[src/rtl/cache_arb_pkg.sv]
// Shared definitions for the cache CPU-port arbiter.
//  - state_t    : arbiter FSM encoding (IDLE -> BUSY -> RESP -> IDLE)
//  - M_IFETCH   : master id of the instruction-fetch requester (port m0)
//  - M_LSU      : master id of the load/store requester (port m1)
package cache_arb_pkg;

  typedef enum logic [1:0] {
    ST_IDLE = 2'd0,
    ST_BUSY = 2'd1,
    ST_RESP = 2'd2
  } state_t;

  localparam logic M_IFETCH = 1'b0;
  localparam logic M_LSU    = 1'b1;

endpackage : cache_arb_pkg

[src/rtl/cache_port_arbiter.sv]
// Two-master round-robin arbiter in front of the cache CPU port.
// One transaction in flight: the winner's request is latched on grant, held
// stable to the cache until c_ack, and the response is routed to the winner.
//
// Ports
//  cache_clk, cache_reset      : clock (rising edge), async active-high reset
//  mN_addr/wdata/rd/wr/bval    : master N request (level, held until mN_ack)
//  mN_rdata, mN_ack            : master N response (rdata valid with ack pulse)
//  c_addr/wdata/rd/wr/bval     : registered request to the cache
//  c_rdata, c_ack              : cache response (rdata valid with ack pulse)
//  grant_id                    : master owning the current/last transaction
module cache_port_arbiter
  import cache_arb_pkg::*;
#(
  parameter int ADDR_SIZE     = 16,
  parameter int CPU_WORD_SIZE = 32,
  parameter int BVAL_WIDTH    = 4
) (
  input  logic                     cache_clk,
  input  logic                     cache_reset,
  input  logic [ADDR_SIZE-1:0]     m0_addr,
  input  logic [CPU_WORD_SIZE-1:0] m0_wdata,
  input  logic                     m0_rd,
  input  logic                     m0_wr,
  input  logic [BVAL_WIDTH-1:0]    m0_bval,
  output logic [CPU_WORD_SIZE-1:0] m0_rdata,
  output logic                     m0_ack,
  input  logic [ADDR_SIZE-1:0]     m1_addr,
  input  logic [CPU_WORD_SIZE-1:0] m1_wdata,
  input  logic                     m1_rd,
  input  logic                     m1_wr,
  input  logic [BVAL_WIDTH-1:0]    m1_bval,
  output logic [CPU_WORD_SIZE-1:0] m1_rdata,
  output logic                     m1_ack,
  output logic [ADDR_SIZE-1:0]     c_addr,
  output logic [CPU_WORD_SIZE-1:0] c_wdata,
  output logic                     c_rd,
  output logic                     c_wr,
  output logic [BVAL_WIDTH-1:0]    c_bval,
  input  logic [CPU_WORD_SIZE-1:0] c_rdata,
  input  logic                     c_ack,
  output logic                     grant_id
);

  // Master inputs gathered into arrays indexed by master id.
  logic [ADDR_SIZE-1:0]     w_addr  [2];
  logic [CPU_WORD_SIZE-1:0] w_wdata [2];
  logic [BVAL_WIDTH-1:0]    w_bval  [2];
  logic [1:0]               w_rd;
  logic [1:0]               w_wr;
  logic [1:0]               w_req;
  logic                     w_pick;

  state_t                   r_state;
  logic                     r_rr_last;
  logic                     r_grant_id;
  logic [ADDR_SIZE-1:0]     r_c_addr;
  logic [CPU_WORD_SIZE-1:0] r_c_wdata;
  logic [BVAL_WIDTH-1:0]    r_c_bval;
  logic                     r_c_rd;
  logic                     r_c_wr;
  logic [1:0]               r_ack;
  logic [CPU_WORD_SIZE-1:0] r_rdata [2];

  assign w_addr[M_IFETCH]  = m0_addr;
  assign w_addr[M_LSU]     = m1_addr;
  assign w_wdata[M_IFETCH] = m0_wdata;
  assign w_wdata[M_LSU]    = m1_wdata;
  assign w_bval[M_IFETCH]  = m0_bval;
  assign w_bval[M_LSU]     = m1_bval;
  assign w_rd              = {m1_rd, m0_rd};
  assign w_wr              = {m1_wr, m0_wr};
  assign w_req             = w_rd | w_wr;

  // Both asking: the master that did not win last time goes. Otherwise the
  // single requester wins (w_req[1] is 0 when only M0 asks).
  assign w_pick = (&w_req) ? ~r_rr_last : w_req[1];

  always_ff @(posedge cache_clk or posedge cache_reset) begin
    if (cache_reset) begin
      r_state    <= ST_IDLE;
      r_rr_last  <= M_LSU;
      r_grant_id <= M_IFETCH;
      r_c_addr   <= '0;
      r_c_wdata  <= '0;
      r_c_bval   <= '0;
      r_c_rd     <= 1'b0;
      r_c_wr     <= 1'b0;
      r_ack      <= '0;
      r_rdata[0] <= '0;
      r_rdata[1] <= '0;
    end else begin
      // Ack is a single-cycle pulse: only ever set on the BUSY->RESP edge.
      r_ack <= '0;
      case (r_state)
        ST_IDLE: begin
          if (|w_req) begin
            r_c_addr   <= w_addr[w_pick];
            r_c_wdata  <= w_wdata[w_pick];
            r_c_bval   <= w_bval[w_pick];
            // rd+wr together is illegal; it is executed as a write.
            r_c_wr     <= w_wr[w_pick];
            r_c_rd     <= w_rd[w_pick] & ~w_wr[w_pick];
            r_grant_id <= w_pick;
            r_state    <= ST_BUSY;
          end
        end
        ST_BUSY: begin
          // Request stays frozen until the cache answers; no abort, no timeout.
          if (c_ack) begin
            r_rdata[r_grant_id] <= c_rdata;
            r_ack[r_grant_id]   <= 1'b1;
            r_c_rd              <= 1'b0;
            r_c_wr              <= 1'b0;
            r_rr_last           <= r_grant_id;
            r_state             <= ST_RESP;
          end
        end
        ST_RESP: begin
          // One cycle with request low so the cache controller sees it drop.
          r_state <= ST_IDLE;
        end
        default: begin
          r_state <= ST_IDLE;
        end
      endcase
    end
  end

  assign c_addr   = r_c_addr;
  assign c_wdata  = r_c_wdata;
  assign c_bval   = r_c_bval;
  assign c_rd     = r_c_rd;
  assign c_wr     = r_c_wr;
  assign grant_id = r_grant_id;
  assign m0_ack   = r_ack[M_IFETCH];
  assign m1_ack   = r_ack[M_LSU];
  assign m0_rdata = r_rdata[M_IFETCH];
  assign m1_rdata = r_rdata[M_LSU];

endmodule : cache_port_arbiter
[config.mk]
export PLATFORM = sky130hd
export DESIGN_NAME = cache_port_arbiter
export DESIGN_NICKNAME = d
export VERILOG_FILES = /design/src/rtl/cache_arb_pkg.sv /design/src/rtl/cache_port_arbiter.sv
export SDC_FILE = /design/constraint.sdc
export NUM_CORES = 1
export LEC_CHECK = 0
export ABC_AREA = 1
export BUFFER_PORTS_ARGS = -buffer_cell sky130_fd_sc_hd__buf_4
export CAP_MARGIN = 30
export CORE_MARGIN = 1
export CORE_UTILIZATION = 37
export DETAILED_ROUTE_END_ITERATION = 10
export HOLD_SLACK_MARGIN = 0.06
export PLACE_DENSITY = 0.66
export SETUP_SLACK_MARGIN = 0.5
export SYNTH_ARGS = -nofsm -noshare
export SYNTH_HDL_FRONTEND = slang
export SYNTH_SLANG_ARGS = --single-unit
[constraint.sdc]
create_clock -name cache_clk -period 9.8 [get_ports cache_clk]
set_input_delay 1.47 -clock cache_clk [delete_from_list [all_inputs] [get_ports cache_clk]]
set_output_delay 1.47 -clock cache_clk [all_outputs]
set_load 0.05 [all_outputs]
# Word level (Yosys, flattened, before mapping)
# Cells that the tools add are included.
# totals
inputBits,143
register_bits,124
# classes
n_lt_le_gt_ge,6
bitwise,6
mux,29
n_eq_ne,3
reduce_logical,10
# ops
op,n
two-way mux 32 bit,4
bitwise mux 64 bit,1
two-way mux 16 bit,3
demux 32 bit (select 1 bit),1
two-way mux 4 bit,3
two-way mux 1 bit,9
two-way mux 2 bit,4
AND reduction 2 bit,4
">= comparator 2 bit, second input constant",2
"< comparator 1 x 2 -> 1 bit, second input constant",2
"inequality test 2 bit, second input constant",2
inverter 1 -> 2 bit,2
case mux 1 bit (2 select lines),2
case mux 2 bit (2 select lines),1
AND reduction 3 bit,1
"equality test 2 x 1 -> 1 bit, second input constant",1
logical AND 1 bit,2
zero test 2 bit,1
"< comparator 2 x 1 -> 1 bit, second input constant",1
inverter 1 bit,2
bitwise OR 2 bit,1
nonzero test 2 bit,1
OR reduction 2 bit,1
AND 1 bit,1
2 further kinds,2

# Logic depth before layout (Yosys ltp)
# Gate-level depths: netlist of run 1.
# logic_depth
depth_word,9
ltp_mapped,9
ltp_nobuf,7

# Least setup slack after synthesis of run 1
# No wires, ideal clock.
# synth_path
path_type,input-to-reg
startpoint,input port m1_wr
endpoint,register r_c_bval[0] (netlist: c_bval[0])
arrival_ps,2158
slack_ps,7524
cell_stages,7
path_buffers,1
cell_sequence,nor2_1 inv_2 nand2_2 buf_2 nand2_1 nand3_1 nand2_1
# synth_between
elab_chain_cells,7
word_cells_on_any_way,9
cone_classes,mux: 4; bitwise: 2; reduce/logical: 3
# synth_rtl
item,line_no,source
from (decl),cache_port_arbiter.sv:31,"input logic m1_wr,"
bitwise OR 2 bit *,cache_port_arbiter.sv:73,assign w_req = w_rd | w_wr;
AND reduction 2 bit,cache_port_arbiter.sv:77,assign w_pick = (&w_req) ? ~r_rr_last : w_req[1];
two-way mux 1 bit,cache_port_arbiter.sv:77,
inverter 1 -> 2 bit (not written as such),cache_port_arbiter.sv:100,r_c_bval <= w_bval[w_pick];
two-way mux 4 bit (not written as such) (3 in series),cache_port_arbiter.sv:100,
to (signal assigned),cache_port_arbiter.sv:100,
to (decl),cache_port_arbiter.sv:59,logic [BVAL_WIDTH-1:0] r_c_bval;
# Every way passes the cells marked *; elsewhere a longest branch is shown, timed or not. The select of a mux whose other input is x is not followed.
# A chain may end at the register's enable or synchronous reset.

# Worst setup path after layout of run 1
# layout_path
startpoint,input port m0_wr
endpoint,register r_c_addr[3] (netlist: c_addr[3])
# layout_between
elab_chain_cells,7
word_cells_on_any_way,9
cone_classes,mux: 4; bitwise: 2; reduce/logical: 3
# layout_rtl
item,line_no,source
from (decl),cache_port_arbiter.sv:24,"input logic m0_wr,"
bitwise OR 2 bit *,cache_port_arbiter.sv:73,
AND reduction 2 bit,cache_port_arbiter.sv:77,
two-way mux 1 bit,cache_port_arbiter.sv:77,
inverter 1 -> 2 bit (not written as such),cache_port_arbiter.sv:98,r_c_addr <= w_addr[w_pick];
two-way mux 16 bit (not written as such) (3 in series),cache_port_arbiter.sv:98,
to (signal assigned),cache_port_arbiter.sv:98,
to (decl),cache_port_arbiter.sv:57,logic [ADDR_SIZE-1:0] r_c_addr;
# Marked as above.

==> results.py, run 1 <==
metrics = {
    "floorplanning": {
        "core_area_mm2": 0.01475,
        "std_cell_rows": 44,
        "die_h_um": 125.8,
        "die-area_mm2": 0.01582,
        "die_w_um": 125.8,
        "start_util_pct": 38.43,
        "pin_count": 264,
    },
    "timing": {
        "tns_ns": 0,
        "slew-limit-headroom_pct": 36.48,
        "setup_violations": 0,
        "fmax_mhz": 315.3,
        "tightest_slew_ns": 0.9513,
        "post-route-min-period_ns": 3.171,
        "clock_skew_ns": 0.006555,
        "fin_crit_sh_pct": 32.36,
        "rsz0062_at_grt": "no",
        "drv_slew": 0,
        "whs_ns": 0.4785,
        "hold_violations": 0,
    },
    "clock_tree": {
        "holdBufCountCts": 0,
        "cts_buffer_depth": 2,
        "cts_buffers": 17,
        "ctsHtreeMaxLevel": 4,
        "cts_tree": "yes",
        "post_cts_resized": 0,
        "cts_root_buffer": "clkbuf_16",
        "clkSinkCount": 124,
        "clkLatencyLatePin_ns": 0.41,
        "clkSlewWorstSetupHoldPaths_ns": 0.06,
        "cts_setup_buffers": 0,
    },
    "setup_path": {
        "critPathKind": "input port to flip-flop",
        "worstPathArrival_ns": 3.47,
        "r2r-start": "r_state[1]",
        "crit_path_end_kind": "flip-flop",
        "crit_path_start_kind": "input port",
        "path_max_fanout": 59,
        "crit_start": "m0_wr",
        "required_ns": 10.09,
    },
    "synthesis": {
        "yosysWarningCount": 0,
        "yosysSeqAreaShare_pct": 54.74,
        "synth_top_cell_by_area": "dfrtp_1",
        "synthCells": 674,
        "synth.distinct_cells": 20,
        "synth_top_area_share_pct": 54.28,
        "ys_ff_latch": 124,
        "synth_area_leaders": "dfrtp_1 54%, nand2_1 15%, nand3b_1 6.9%, inv_1 6.1%, nand3_1 4.7%",
        "synth_nets": 817,
        "synth_area_mm2": 0.005670,
        "synth.avg_cell_area_um2": 8.413,
    },
    "worst_hold_path": {
        "hold_start": "c_wdata[14]",
        "min_path_type": "flip-flop to flip-flop",
    },
    "route": {
        "first_pass_iters": 4,
        "drtAntennaViolNets": 0,
        "drc": 0,
        "wl_um": 16280,
        "via_per_inst": 4.655,
        "vias": 5209,
        "wl_per_cell_um": 14.54,
        "drt-initial-drc-count": 300,
    },
    "place": {
        "hpwl_um": 11110,
        "portBuffers": 263,
        "gp_congestion": 0.8057,
    },
    "power_and_ir_drop": {
        "p_per_area_mw_per_mm2": 410.9,
        "ir_drop_mv": 0.1988,
        "p_leak_nw": 4.660,
    },
    "grt": {
        "grt_max_degree": 68,
        "overflow": 0,
        "track_usage_pct": 21.29,
        "antenna_found_initial": 0,
        "grt_pass1_vias": 5069,
        "grt_pass1_wl_um": 26330,
    },
    "final_layout": {
        "seq_area_mm2": 0.003104,
        "final_common_cell": "buf_4",
        "multiInputGateArea_mm2": 0.001979,
        "final_cell_mix": "267 x buf_4, 229 x nand2_1, 123 x dfrtp_1",
        "antenna_cells": 0,
        "area_growth_pct": 47.24,
        "drive_gt1_share_pct": 34.87,
        "nNetsFinal": 1065,
        "fillers": 1390,
    },
    "run_status": {
        "status": "finished clean",
    },
    "flow_run": {
        "cap_violations": 0,
    },
}
## worst paths after layout
| check | end | slack (ns) | depth (start not counted) |
|---|---|---|---|
| hold / removal | c_wdata[14] | 0.48 | 2 |
| setup / recovery | c_addr[3] | 6.63 | 8 |
| hold reg to reg | c_wdata[14] | 0.48 | 2 |
| min in group asynchronous | m0_rdata[24] | 1.18 | 2 |
| max in group asynchronous | m1_rdata[19] | 7.24 | 3 |
| setup reg to reg | c_addr[3] | 7.76 | 6 |
## critical path, cell delays in order
cell     delay, ns
buf_4         0.14
nor2_1        0.21
nand2_1       0.16
nand2_2       0.08
buf_4         0.51
inv_2         0.55
nand3_1       0.27
nand2_1       0.07
## final cells by class
cell class	instances	area share [%]
clock inverter	14	2.308
timing repair buffer	269	24.49
clock buffer	18	5.260
tap	184	2.757
inverter	95	4.301
sequential	124	37.18
multi-input combinational	415	23.71
## sequential cells by signal, summed over array words and instances (netlist names)
signal / cells
c_wdata: 32
r_ack: 2
m0_rdata: 32
grant_id: 1
c_addr: 16
r_rr_last: 1
c_rd: 1
m1_rdata: 32
c_wr: 1
r_state: 2
c_bval: 4
## cell usage after synthesis
| library cell | n |
|---|---|
| o21ai_0 | 32 |
| buf_6 | 6 |
| inv_2 | 3 |
| clkbuf_1 | 7 |
| nor2_1 | 7 |
| buf_1 | 3 |
| nand2_2 | 4 |
| a21oi_1 | 2 |
| nor2_2 | 1 |
| nand2_1 | 230 |
| buf_4 | 3 |
| dfstp_2 | 1 |
| nand3b_1 | 52 |
| o21ai_4 | 1 |
| o21ai_2 | 13 |
| inv_1 | 92 |
| buf_2 | 21 |
| dfrtp_1 | 123 |
| nand3_1 | 53 |
| o21ai_1 | 20 |
## report_power, final
group | switching (mW) | internal, mW | leakage, nW | total, mW
clock | 0.238 | 0.432 | 0.291 | 0.670
sequential | 0.138 | 0.761 | 1.53 | 0.899
combinational | 1.33 | 0.530 | 2.84 | 1.86
total | 1.71 | 1.72 | 4.66 | 3.43
## routing by layer
| layer | track usage (%) | routed length [um] | vias to the layer above |
|---|---|---|---|
| li1 | - | - | 2588 |
| met1 | 27.37 | 7040 | 2415 |
| met2 | 33.99 | 7804 | 177 |
| met3 | 5.862 | 979 | 29 |
| met4 | 8.717 | 450 | 0 |
| met5 | 0 | 0 | - |
## metrics by stage
step	cells	power, mW	util [%]	area [um2]	setup WS (ns)
2_1_floorplan	674	2.204	-	5670	5.032
3_3_place_gp	1085	2.751	52.04	7677	6.110
3_5_place_dp	1087	2.779	52.31	7717	6.183
4_1_cts	1119	3.460	56.59	8349	6.620
5_1_grt	1119	3.615	56.59	8349	6.468
6_report	1119	3.431	56.59	8349	6.629
## logic make-up (layout without fill, tap and decap cells)
family          count (synthesis)  count (layout)  synth area share (%)
flops                         124             124                 54.74
buf+inv                       135             396                 10.39
simple gates                  347             347                 27.80
compound gates                 68              68                 7.061
No activity file was read; power rests on OpenSTA's default activity.
==> run 2, diff against run 1 <==
--- a/config.mk
+++ b/config.mk
@@ -5,14 +5,14 @@
 export SDC_FILE = /design/constraint.sdc
 export NUM_CORES = 1
 export LEC_CHECK = 0
-export ABC_AREA = 1
+export ABC_AREA = 0
 export BUFFER_PORTS_ARGS = -buffer_cell sky130_fd_sc_hd__buf_4
 export CAP_MARGIN = 30
 export CORE_MARGIN = 1
 export CORE_UTILIZATION = 37
 export DETAILED_ROUTE_END_ITERATION = 10
 export HOLD_SLACK_MARGIN = 0.06
-export PLACE_DENSITY = 0.66
+export PLACE_DENSITY = 0.67
 export SETUP_SLACK_MARGIN = 0.5
 export SYNTH_ARGS = -nofsm -noshare
 export SYNTH_HDL_FRONTEND = slang
==> constraint.sdc (replaced) <==
create_clock -name cache_clk -period 3.3 [get_ports cache_clk]
set_input_delay 0.495 -clock cache_clk [delete_from_list [all_inputs] [get_ports cache_clk]]
set_output_delay 0.495 -clock cache_clk [all_outputs]
set_load 0.05 [all_outputs]
==> run 2 against run 1 <==
Net effect:
- first-iteration DRC count decreased by 44%
- cell area decreased by 4.3%
- largest power group unchanged
- critical endpoint is now c_wdata[7]
- highest routed layer unchanged
- flip-flop and latch count unchanged
==> results.py, run 2 <==
metrics = {
    "power_and_ir_drop": {
        "p_leak_nw": 3.943,
        "pwr-share-comb_pct": 55.3,
        "internal_power_mw": 5.548,
        "clock_power_share_pct": 18.7,
        "ir_drop_mv": 0.4902,
        "p_sw_mw": 5.056,
        "seqPwrFrac_pct": 26.0,
        "p_per_area_mw_per_mm2": 1327,
        "swShare_pct": 47.68,
    },
    "clock_tree": {
        "clkSinkCount": 124,
        "post_cts_resized": 0,
        "holdBufCountCts": 0,
        "cts_setup_buffers": 0,
        "cts_tree": "yes",
        "cts_root_buffer": "clkbuf_16",
        "clkLatencyLatePin_ns": 0.40,
        "cts_buffers": 17,
        "ctsHtreeMaxLevel": 4,
        "cts_buffer_depth": 2,
        "clkSlewWorstSetupHoldPaths_ns": 0.06,
    },
    "setup_path": {
        "crit_path_start_kind": "flip-flop",
        "critPathKind": "flip-flop to flip-flop",
        "crit_path_end_kind": "flip-flop",
        "required_ns": 3.63,
        "path_max_fanout": 52,
        "worstPathArrival_ns": 2.17,
    },
    "synthesis": {
        "synth_top_area_share_pct": 58.39,
        "yosysWarningCount": 0,
        "synth_compound_area_share_pct": 8.426,
        "yosysSeqAreaShare_pct": 58.89,
        "synth_area_leaders": "dfrtp_1 58%, mux2_4 8.3%, nand2_1 7.5%, mux2_2 7.0%, a31oi_1 5.1%",
        "async_reset_ff_share_pct": 100.0,
        "synth.avg_cell_area_um2": 11.69,
        "synth_fa_ha_area_share_pct": 0,
        "synth_top_family_by_area": "multiplexers",
        "synth_top_cell_by_area": "dfrtp_1",
        "ys_ff_latch": 124,
        "synth_edf_count": 0,
        "synth_area_mm2": 0.005271,
        "synth_mux_area_share_pct": 15.93,
        "synthFlopType": "dfrtp_1",
        "yosys.area_share.simple_pct": 12.68,
        "synth_xor_area_share_pct": 0,
        "synth.distinct_cells": 28,
        "synth.most_common_cell": "dfrtp_1",
        "synthCells": 451,
        "synth_common_cells": "123 x dfrtp_1, 106 x nand2_1, 56 x nor2_1",
        "synth_nets": 594,
    },
    "route": {
        "first_pass_iters": 4,
        "via_per_inst": 4.798,
        "wl_per_cell_um": 15.02,
        "drtAntennaViolNets": 0,
        "wl_um": 13560,
        "drc": 0,
        "drt-initial-drc-count": 169,
        "vias": 4333,
    },
    "floorplanning": {
        "die_h_um": 121.4,
        "pin_count": 264,
        "die_w_um": 121.4,
        "start_util_pct": 37.98,
        "std_cell_rows": 43,
        "core_area_mm2": 0.01388,
        "die-area_mm2": 0.01473,
    },
    "place": {
        "dp.cells": 871,
        "portBuffers": 263,
        "hpwl_um": 9711,
        "gp_congestion": 0.7576,
        "dpl_cell_area_mm2": 0.007350,
    },
    "timing": {
        "setup_violations": 0,
        "drv_slew": 0,
        "rsz0062_at_grt": "no",
        "fmax_mhz": 542.2,
        "tightest_slew_ns": 0.9851,
        "slew-limit-headroom_pct": 34.33,
        "fin_crit_sh_pct": 55.89,
        "clock_skew_ns": 0.007948,
        "tns_ns": 0,
        "post-route-min-period_ns": 1.844,
        "hold_violations": 0,
    },
    "grt": {
        "grt_max_degree": 85,
        "track_usage_pct": 18.43,
        "overflow": 0,
        "grt_pass1_vias": 4224,
        "grt_pass1_wl_um": 20960,
        "antenna_found_initial": 0,
    },
    "final_layout": {
        "final_cell_area_mm2": 0.007991,
        "antenna_cells": 0,
        "nNetsFinal": 853,
        "final_cell_mix": "268 x buf_4, 123 x dfrtp_1, 106 x nand2_1",
        "fin_util_pct": 57.57,
        "seq_area_mm2": 0.003104,
        "fillers": 1204,
        "final_common_cell": "buf_4",
        "multiInputGateArea_mm2": 0.001966,
        "area_growth_pct": 51.60,
        "drive_gt1_share_pct": 52.70,
        "fin_cells": 903,
    },
    "run_status": {
        "status": "finished clean",
    },
    "flow_run": {
        "cap_violations": 0,
    },
    "worst_hold_path": {
        "min_path_type": "input port to async pin",
    },
}
-- run 2: cell types whose count changed in the layout (fill, tap and decap cells not counted), moves of 5 or more --
cell / delta
o21ai_2: -13
o21ai_0: -32
a31oi_2: +10
nand2_1: -123
nand3_1: -53
a31oi_1: +43
nand3b_1: -52
mux2_4: +29
mux2_2: +33
nand2_2: -5
o21ai_1: -19
inv_1: -88
nor2_1: +49
-- run 2: power groups by stage --
| stage | combinational, mW | clock (mW) | sequential, mW |
|---|---|---|---|
| 3_5_place_dp | 5.91 | 0 | 2.77 |
| 3_3_place_gp | 5.83 | 0 | 2.73 |
| 5_1_grt | 6.15 | 2.10 | 2.86 |
| 6_report | 5.86 | 1.98 | 2.76 |
| 4_1_cts | 5.92 | 2.03 | 2.77 |
| 2_1_floorplan | 1.63 | 0 | 5.34 |
-- run 2: cell type report --
class	instances	share of cell area [%]
clock inverters	12	2.317
well taps	180	2.818
inverters	5	0.2818
repair buffers	269	25.43
clock buffers	20	5.715
multi-input cells	293	24.60
flip-flops and latches	124	38.84
-- run 2: final timing paths --
| path | to | startpoint | cells after the start | slack [ns] |
|---|---|---|---|---|
| worst max-delay path | c_wdata[7] | r_rr_last | 4 | 1.46 |
| worst min-delay path | c_addr[6] | cache_reset | 2 | 0.23 |
| worst min register to register | m0_rdata[25] | m0_rdata[25] | 1 | 0.50 |
| worst max register to register | c_wdata[7] | r_rr_last | 4 | 1.46 |
| min in group cache_clk | m0_rdata[24] | c_rdata[24] | 2 | 0.33 |
| max in group asynchronous | r_rr_last | cache_reset | 3 | 2.23 |
-- run 2: per-stage QoR --
step / power (mW) / worst slack (ns) / hold slack (ns)
CTS: 10.71 / 1.374 / 0.2342
global route: 11.10 / 1.265 / 0.2784
global placement: 8.562 / 1.110 / 0.4707
floorplan: 6.966 / 1.281 / 0.4899
finish: 10.60 / 1.456 / 0.2305
detailed placement: 8.678 / 1.043 / 0.4940
-- run 2: critical path, stage by stage, from the launching register on --
cell	delay (ns)
dfstp_2	0.38
o21ai_1	0.16
o21a_2	0.84
nand2_1	0.17
a31oi_2	0.21
-- run 2: routing by layer --
layer / vias to the layer above / track usage [%] / share of wire, %
met5: - / 0 / 0
met4: 0 / 6.559 / 1.3
met3: 14 / 5.545 / 7.5
met2: 178 / 31.46 / 51
met1: 2091 / 21.81 / 40
li1: 2050 / - / -
-- run 2: logic make-up after synthesis --
family,count (synthesis)
compound gates,60
mux,65
buf+inv,34
flops,124
simple gates,168
